File: src/rtl/byte_serial_add_sequencer.sv
// Byte-serial wide adder sequencer: streams NUM_BYTES operand slices LSB-first
// through an external 8-bit adder, chaining carries, and assembles the result.
module byte_serial_add_sequencer #(
    parameter int NUM_BYTES = 4
) (
    input  logic                   clk,
    input  logic                   rst,
    input  logic                   in_valid,
    output logic                   in_ready,
    input  logic [8*NUM_BYTES-1:0] in_a,
    input  logic [8*NUM_BYTES-1:0] in_b,
    input  logic                   in_cin,
    output logic [7:0]             add_x,
    output logic [7:0]             add_y,
    output logic                   add_cin,
    input  logic [7:0]             add_z,
    input  logic                   add_cout,
    output logic                   out_valid,
    input  logic                   out_ready,
    output logic [8*NUM_BYTES-1:0] out_sum,
    output logic                   out_cout
);

    localparam int W     = 8 * NUM_BYTES;
    localparam int CNT_W = $clog2(NUM_BYTES);
    localparam logic [CNT_W-1:0] LAST_SLICE = CNT_W'(NUM_BYTES - 1);

    typedef enum logic [1:0] {
        IDLE,
        RUN,
        DONE
    } state_t;

    state_t           state;
    state_t           state_nxt;
    logic [W-1:0]     a_sr;
    logic [W-1:0]     b_sr;
    logic             carry;
    logic [CNT_W-1:0] cnt;
    logic             last_slice;

    assign last_slice = (cnt == LAST_SLICE);

    // NOTE: sequential state uses non-blocking assignments so every register
    // samples pre-edge values regardless of statement order.
    always_ff @(posedge clk or posedge rst) begin
        if (rst) begin
            state <= IDLE;
        end else begin
            state <= state_nxt;
        end
    end

    // NOTE: every output of this block gets a default first, so no path can
    // leave one unassigned and infer a latch.
    always_comb begin
        state_nxt = state;
        in_ready  = 1'b0;
        out_valid = 1'b0;
        add_x     = 8'h00;
        add_y     = 8'h00;
        add_cin   = 1'b0;
        case (state)
            IDLE: begin
                in_ready = 1'b1;
                if (in_valid) state_nxt = RUN;
            end
            RUN: begin
                add_x   = a_sr[7:0];
                add_y   = b_sr[7:0];
                add_cin = carry;
                if (last_slice) state_nxt = DONE;
            end
            DONE: begin
                out_valid = 1'b1;
                if (out_ready) state_nxt = IDLE;
            end
            default: state_nxt = IDLE;
        endcase
    end

    // Datapath: operand shifters, carry chain and result assembly.
    always_ff @(posedge clk or posedge rst) begin
        if (rst) begin
            a_sr     <= '0;
            b_sr     <= '0;
            carry    <= 1'b0;
            cnt      <= '0;
            out_sum  <= '0;
            out_cout <= 1'b0;
        end else begin
            case (state)
                IDLE: begin
                    if (in_valid) begin
                        a_sr     <= in_a;
                        b_sr     <= in_b;
                        carry    <= in_cin;
                        cnt      <= '0;
                        out_sum  <= '0;
                        out_cout <= 1'b0;
                    end
                end
                RUN: begin
                    out_sum[8*int'(cnt) +: 8] <= add_z;
                    carry <= add_cout;
                    a_sr  <= a_sr >> 8;
                    b_sr  <= b_sr >> 8;
                    // Counter holds at the last slice instead of wrapping.
                    if (last_slice) begin
                        out_cout <= add_cout;
                    end else begin
                        cnt <= cnt + CNT_W'(1);
                    end
                end
                default: ;
            endcase
        end
    end

endmodule

File: config.mk
export PLATFORM = sky130hd
export DESIGN_NAME = byte_serial_add_sequencer
export DESIGN_NICKNAME = d
export VERILOG_FILES = /design/src/rtl/byte_serial_add_sequencer.sv
export SDC_FILE = /design/constraint.sdc
export NUM_CORES = 1
export LEC_CHECK = 0
export CAP_MARGIN = 20
export CELL_PAD_IN_SITES_DETAIL_PLACEMENT = 0
export CELL_PAD_IN_SITES_GLOBAL_PLACEMENT = 1
export CORE_MARGIN = 5
export CORE_UTILIZATION = 40
export CTS_BUF_LIST = sky130_fd_sc_hd__clkbuf_4 sky130_fd_sc_hd__clkbuf_8
export DETAILED_ROUTE_END_ITERATION = 10
export PLACE_DENSITY = 0.95
export SYNTH_ARGS = -nofsm -noshare
export SYNTH_HDL_FRONTEND = slang
export SYNTH_SLANG_ARGS = --single-unit
File: constraint.sdc
create_clock -name clk -period 8.7 [get_ports clk]
set_input_delay 1.74 -clock clk [delete_from_list [all_inputs] [get_ports clk]]
set_output_delay 1.74 -clock clk [all_outputs]
set_load 0.005 [all_outputs]
======== Word level (Yosys, flattened, before mapping) ========
Cells that the tools add are included.
cells by class
  shift operators ......................... 2
  reductions and logical operators ........ 6
  mux-type cells .......................... 24
  add/sub/neg operators ................... 2
  equal/unequal tests ..................... 7
operators by type and width
  kind                                                    number
  one-hot mux 32 bit (2 select lines)                     3
  two-way mux 32 bit                                      3
  negator 5 -> 33 bit                                     1
  variable shift 8 x 33 -> 32 bit (first input constant)  1
  indexed part select 8 x 33 -> 32 bit                    1
  bitwise mux 32 bit                                      1
  two-way mux 8 bit                                       2
  two-way mux 2 bit                                       5
  AND reduction 3 bit                                     3
  != test 2 bit (second input constant)                   4
  two-way mux 1 bit                                       6
  one-hot mux 2 bit (3 select lines)                      1
  == test 2 bit (second input constant)                   2
  one-hot mux 1 bit (2 select lines)                      2
  one-hot mux 2 bit (2 select lines)                      1
  adder 2 x 1 -> 2 bit (second input constant)            1
  == test 2 x 1 -> 1 bit (second input constant)          1
  zero test 2 bit                                         1
  AND reduction 2 bit                                     1
  nonzero test 2 bit                                      1
storage, ports and cells
  output and inout bits ................... 52
  flip-flop bits (word level) ............. 102

======== Depth between registers and ports, before layout ========
  depth in word-level cells ............... 4
  depth in mapped cells ................... 6
  gate-level depth less buffers ........... 5

======== Least setup slack after synthesis ========
Ideal clock, no wire load.
  kind .................................... reg-to-output
  from .................................... reg state[0]
  to ...................................... out add_x[0]
  buffers on the path ..................... 2
  arrival ................................. 1009 ps
  setup slack ............................. 5951 ps
  stages on the path, launching flop included .. 5
  cell sequence ........................... dfrtp_1 > buf_4 > nor2b_2 > clkbuf_1 > and2_1
on the way
  word-level cells in the longest chain between the ends .. 2
ends and longest elaborated chain
  element                   line  text
  start: declaration        34    state_t state;
  start signal: assignment  50    state <= state_nxt;
  == test 2 x 1 -> 1 bit    63    case (state)
  two-way mux 8 bit         63
  end: declaration          13    output logic [7:0] add_x,
No other way between the ends.

======== Final worst setup path ========
  from .................................... reg state[1]
  to ...................................... out add_x[7]
Same word-level chain as after synthesis.

==> key figures <==
Worst setup path
  – Endpoint of the worst register-to-register path: b_sr[9]$_DFFE_PP0P_
  – Slowest stage delay, CP: 0.68 ns
  – Worst Setup End Kind: output pin
  – Critical register-to-register path startpoint: state[0]$_DFFE_PP0P_
  – Cells along the critical path: nor2b_2, and2_1, clkdlybuf4s50_1
  – Flop2flop setup slack: 6.49 ns
  – Data arrival time at the worst-slack endpoint: 2.25 ns
  – Required time at the endpoint of the critical path: 6.96 ns
  – Worst setup path endpoint: add_x[7]
  – Slowest cell on the critical path: nor2b_2
  – Worst Path Max Fanout: 24
  – Kind of launch point of the worst setup path: register
  – Start-to-end type of the worst setup path: reg2out
  – Number of cells on the worst reg-to-reg path: 4
  – Crit path launch: state[1]$_DFFE_PP0P_

Drt
  – Initial DRT Pass Iterations: 5
  – # DRC: 0
  – Routed via count: 3,568
  – Vias per std cell: 5.51
  – Detailed Route WL: 11.9 mm
  – Violation count after the first detailed-routing iteration: 294
  – Number of nets still failing antenna checks after routing: 0
  – Per-cell routed wire length: 18.4 microns

STA
  – Final critical-path share of the clock period: 45.9%
  – Final count of pins violating max slew: 0
  – Setup repair after global routing missed its margin: false
  – Post-layout minimum cycle time: 3.99 ns
  – Final setup violation count: 0
  – Worst Tran Pin Value: 1.10 ns
  – Post-route worst hold slack: 0.482 ns
  – Setup clock skew after layout: 0.0155 ns
  – Final hold violations: 0
  – Post-route setup TNS: 0 ns
  – Fmax: 0.251 GHz
  – Worst rel slew slack: 26.8%

Pwr
  – Static leakage power: 0.00254 uW
  – Worst vdd ir: 0.000198 V
  – Cell area power density: 307 nW/um^2

Layout
  – Share of final-layout standard cells stronger than drive strength 1: 5.51%
  – Most used cells in the layout excluding fill and tap cells: clkdlybuf4s50_1, dfrtp_1, nand2_1
  – Layout Cell Area excl Fill: 5950 sq um
  – Number of diodes: 0
  – Most frequent standard cell in the layout excluding fill and tap cells: clkdlybuf4s50_1
  – Area Overhead vs Synth: 36.2%
  – Post-layout net count: 587

Floorplan
  – Overall die height: 115 microns
  – Total core area: 10,800 sq um
  – IO Count: 130
  – Starting density of the core: 40.5%
  – Die X: 115 microns
  – Row cnt: 38
  – Die area: 13,100 sq um

Synthesis
  – Sequential area share after synthesis: 58.4%
  – Net Count, Synth: 473
  – Yosys warnings: 0
  – Largest area contributor in the netlist: dfrtp_1
  – Syn avg cell area: 11.2 sq um
  – Share of synthesized registers carrying an async set or reset: 100%
  – Number of distinct library cells after synthesis: 32
  – Number of enable-type register cells in the synthesized netlist: 0
  – Synth Instances: 389
  – Dominant cells by area after synthesis: dfrtp_1, a22o_1, a22oi_1
  – Synth Flop Type: dfrtp_1
  – Summed instance area of the synthesized netlist: 4370 sq um
  – Synthesized flop and latch total: 102
  – Fraction of post-synthesis cell area in the top cell type by area: 58.4%

Clocking
  – Clock transition at the registers of the reported paths: 0.09 ns
  – Setup bufs post-CTS: 0
  – Number of buffers created by CTS: 9
  – Clk buf depth: 2
  – CTS root buf: clkbuf_8
  – Resized cells post-CTS: 0
  – Worst-skew pair later-pin latency: 0.37 ns
  – Total of hold buffers inserted after clock tree synthesis: 0
  – Number of levels the H-tree was split into: 3
  – Sinks on the clock net: 102
  – CTS tree: built

Global route
  – Total grt overflow: 0
  – Maximum number of pins on one net before global-route repair: 65
  – Number of antenna violations at the first check in global routing: 0
  – Number of global-route vias before repair: 3,664
  – Global routing usage summed across all routing layers: 18.5%
  – Wire length of the first global-routing pass: 19.3 mm

Placed design
  – Count of buffers from port buffering: 129
  – Post-detailed-placement cell area: 5720 sq um
  – Routability congestion estimate from global placement: 0.813
  – DP Wirelength: 8.17 mm

Worst hold path
  – Worst hold path class: reg2reg

Status
  – Status: finished, final reports clean

Run
  – Number of max-cap violations: 0
## metrics by stage
step                setup slack [ns]  power, uW  utilization [%]  instances
finish                          4.71       1830             55.1        648
global route                    4.55       1960             55.1        648
CTS                             4.62       1840             55.1        648
detailed placement              4.88       1510             53.0        632
global placement                4.98       1470             53.0        632
floorplan                       4.28       1190                -        389
## sequential cells by signal, summed over array words and instances (netlist names)
| register | cells |
|---|---|
| carry | 1 |
| state | 2 |
| b_sr | 32 |
| a_sr | 32 |
| cnt | 2 |
| out_cout | 1 |
| out_sum | 32 |
## cell usage after synthesis, drive strengths merged, types with 3 or more instances
cell type,number
and2,17
nand2b,3
nand2,54
buf,23
dfrtp,102
nor2b,4
o21ai,49
a22o,47
inv,5
clkbuf,7
a21o,4
nor2,5
a22oi,48
ha,6
## where the power goes
part / switching, uW / internal [uW] / total, uW
registers: 97.4 / 641 / 739
clock network: 171 / 166 / 337
logic: 394 / 360 / 754
total: 662 / 1170 / 1830
## cells by family after synthesis
group	synth area share (%)
buffers and inverters	4.21
AO/OA/AOI/OAI	25.2
multiplexers	0.258
flip-flops	58.4
adder cells (fa/ha/maj)	1.72
AND/OR/NAND/NOR	10.1
## worst max-delay path, delay by kind of cell, from the launching register on
kind | cells | cell delay, ns
AND/OR/NAND/NOR | 2 | 0.95
buffers and inverters | 1 | 0.51
flip-flops | 1 | 0.42
## how the worst min path moves through the flow
stage	start	end	slack, ns	cells after the start
floorplan	a_sr[0]$_DFFE_PP0P_	a_sr[0]$_DFFE_PP0P_	0.44	2
detailed placement	a_sr[0]$_DFFE_PP0P_	a_sr[0]$_DFFE_PP0P_	0.46	2
global route	b_sr[5]$_DFFE_PP0P_	b_sr[5]$_DFFE_PP0P_	0.51	2
finish	b_sr[6]$_DFFE_PP0P_	b_sr[6]$_DFFE_PP0P_	0.48	2
CTS	b_sr[5]$_DFFE_PP0P_	b_sr[5]$_DFFE_PP0P_	0.48	2
global placement	b_sr[6]$_DFFE_PP0P_	b_sr[6]$_DFFE_PP0P_	0.45	2
## layer usage
layer	vias up	part of all wire [%]	global-route usage [%]	wire (microns)
met5	-	0	0	0
met4	0	3.1	7.28	372
met3	30	5.5	3.75	660
met2	129	49	29.2	5820
met1	1754	43	24.9	5080
li1	1655	-	-	-
## area by class of cell
type	instances	area, sq um
repair buffers	133	1320
well taps	140	175
clock inverters	7	103
fillers	952	4840
clock buffers	9	124
inverters	5	21.3
multi-input cells	252	1650
flip-flops and latches	102	2550
No activity file was read; power rests on OpenSTA's default activity.
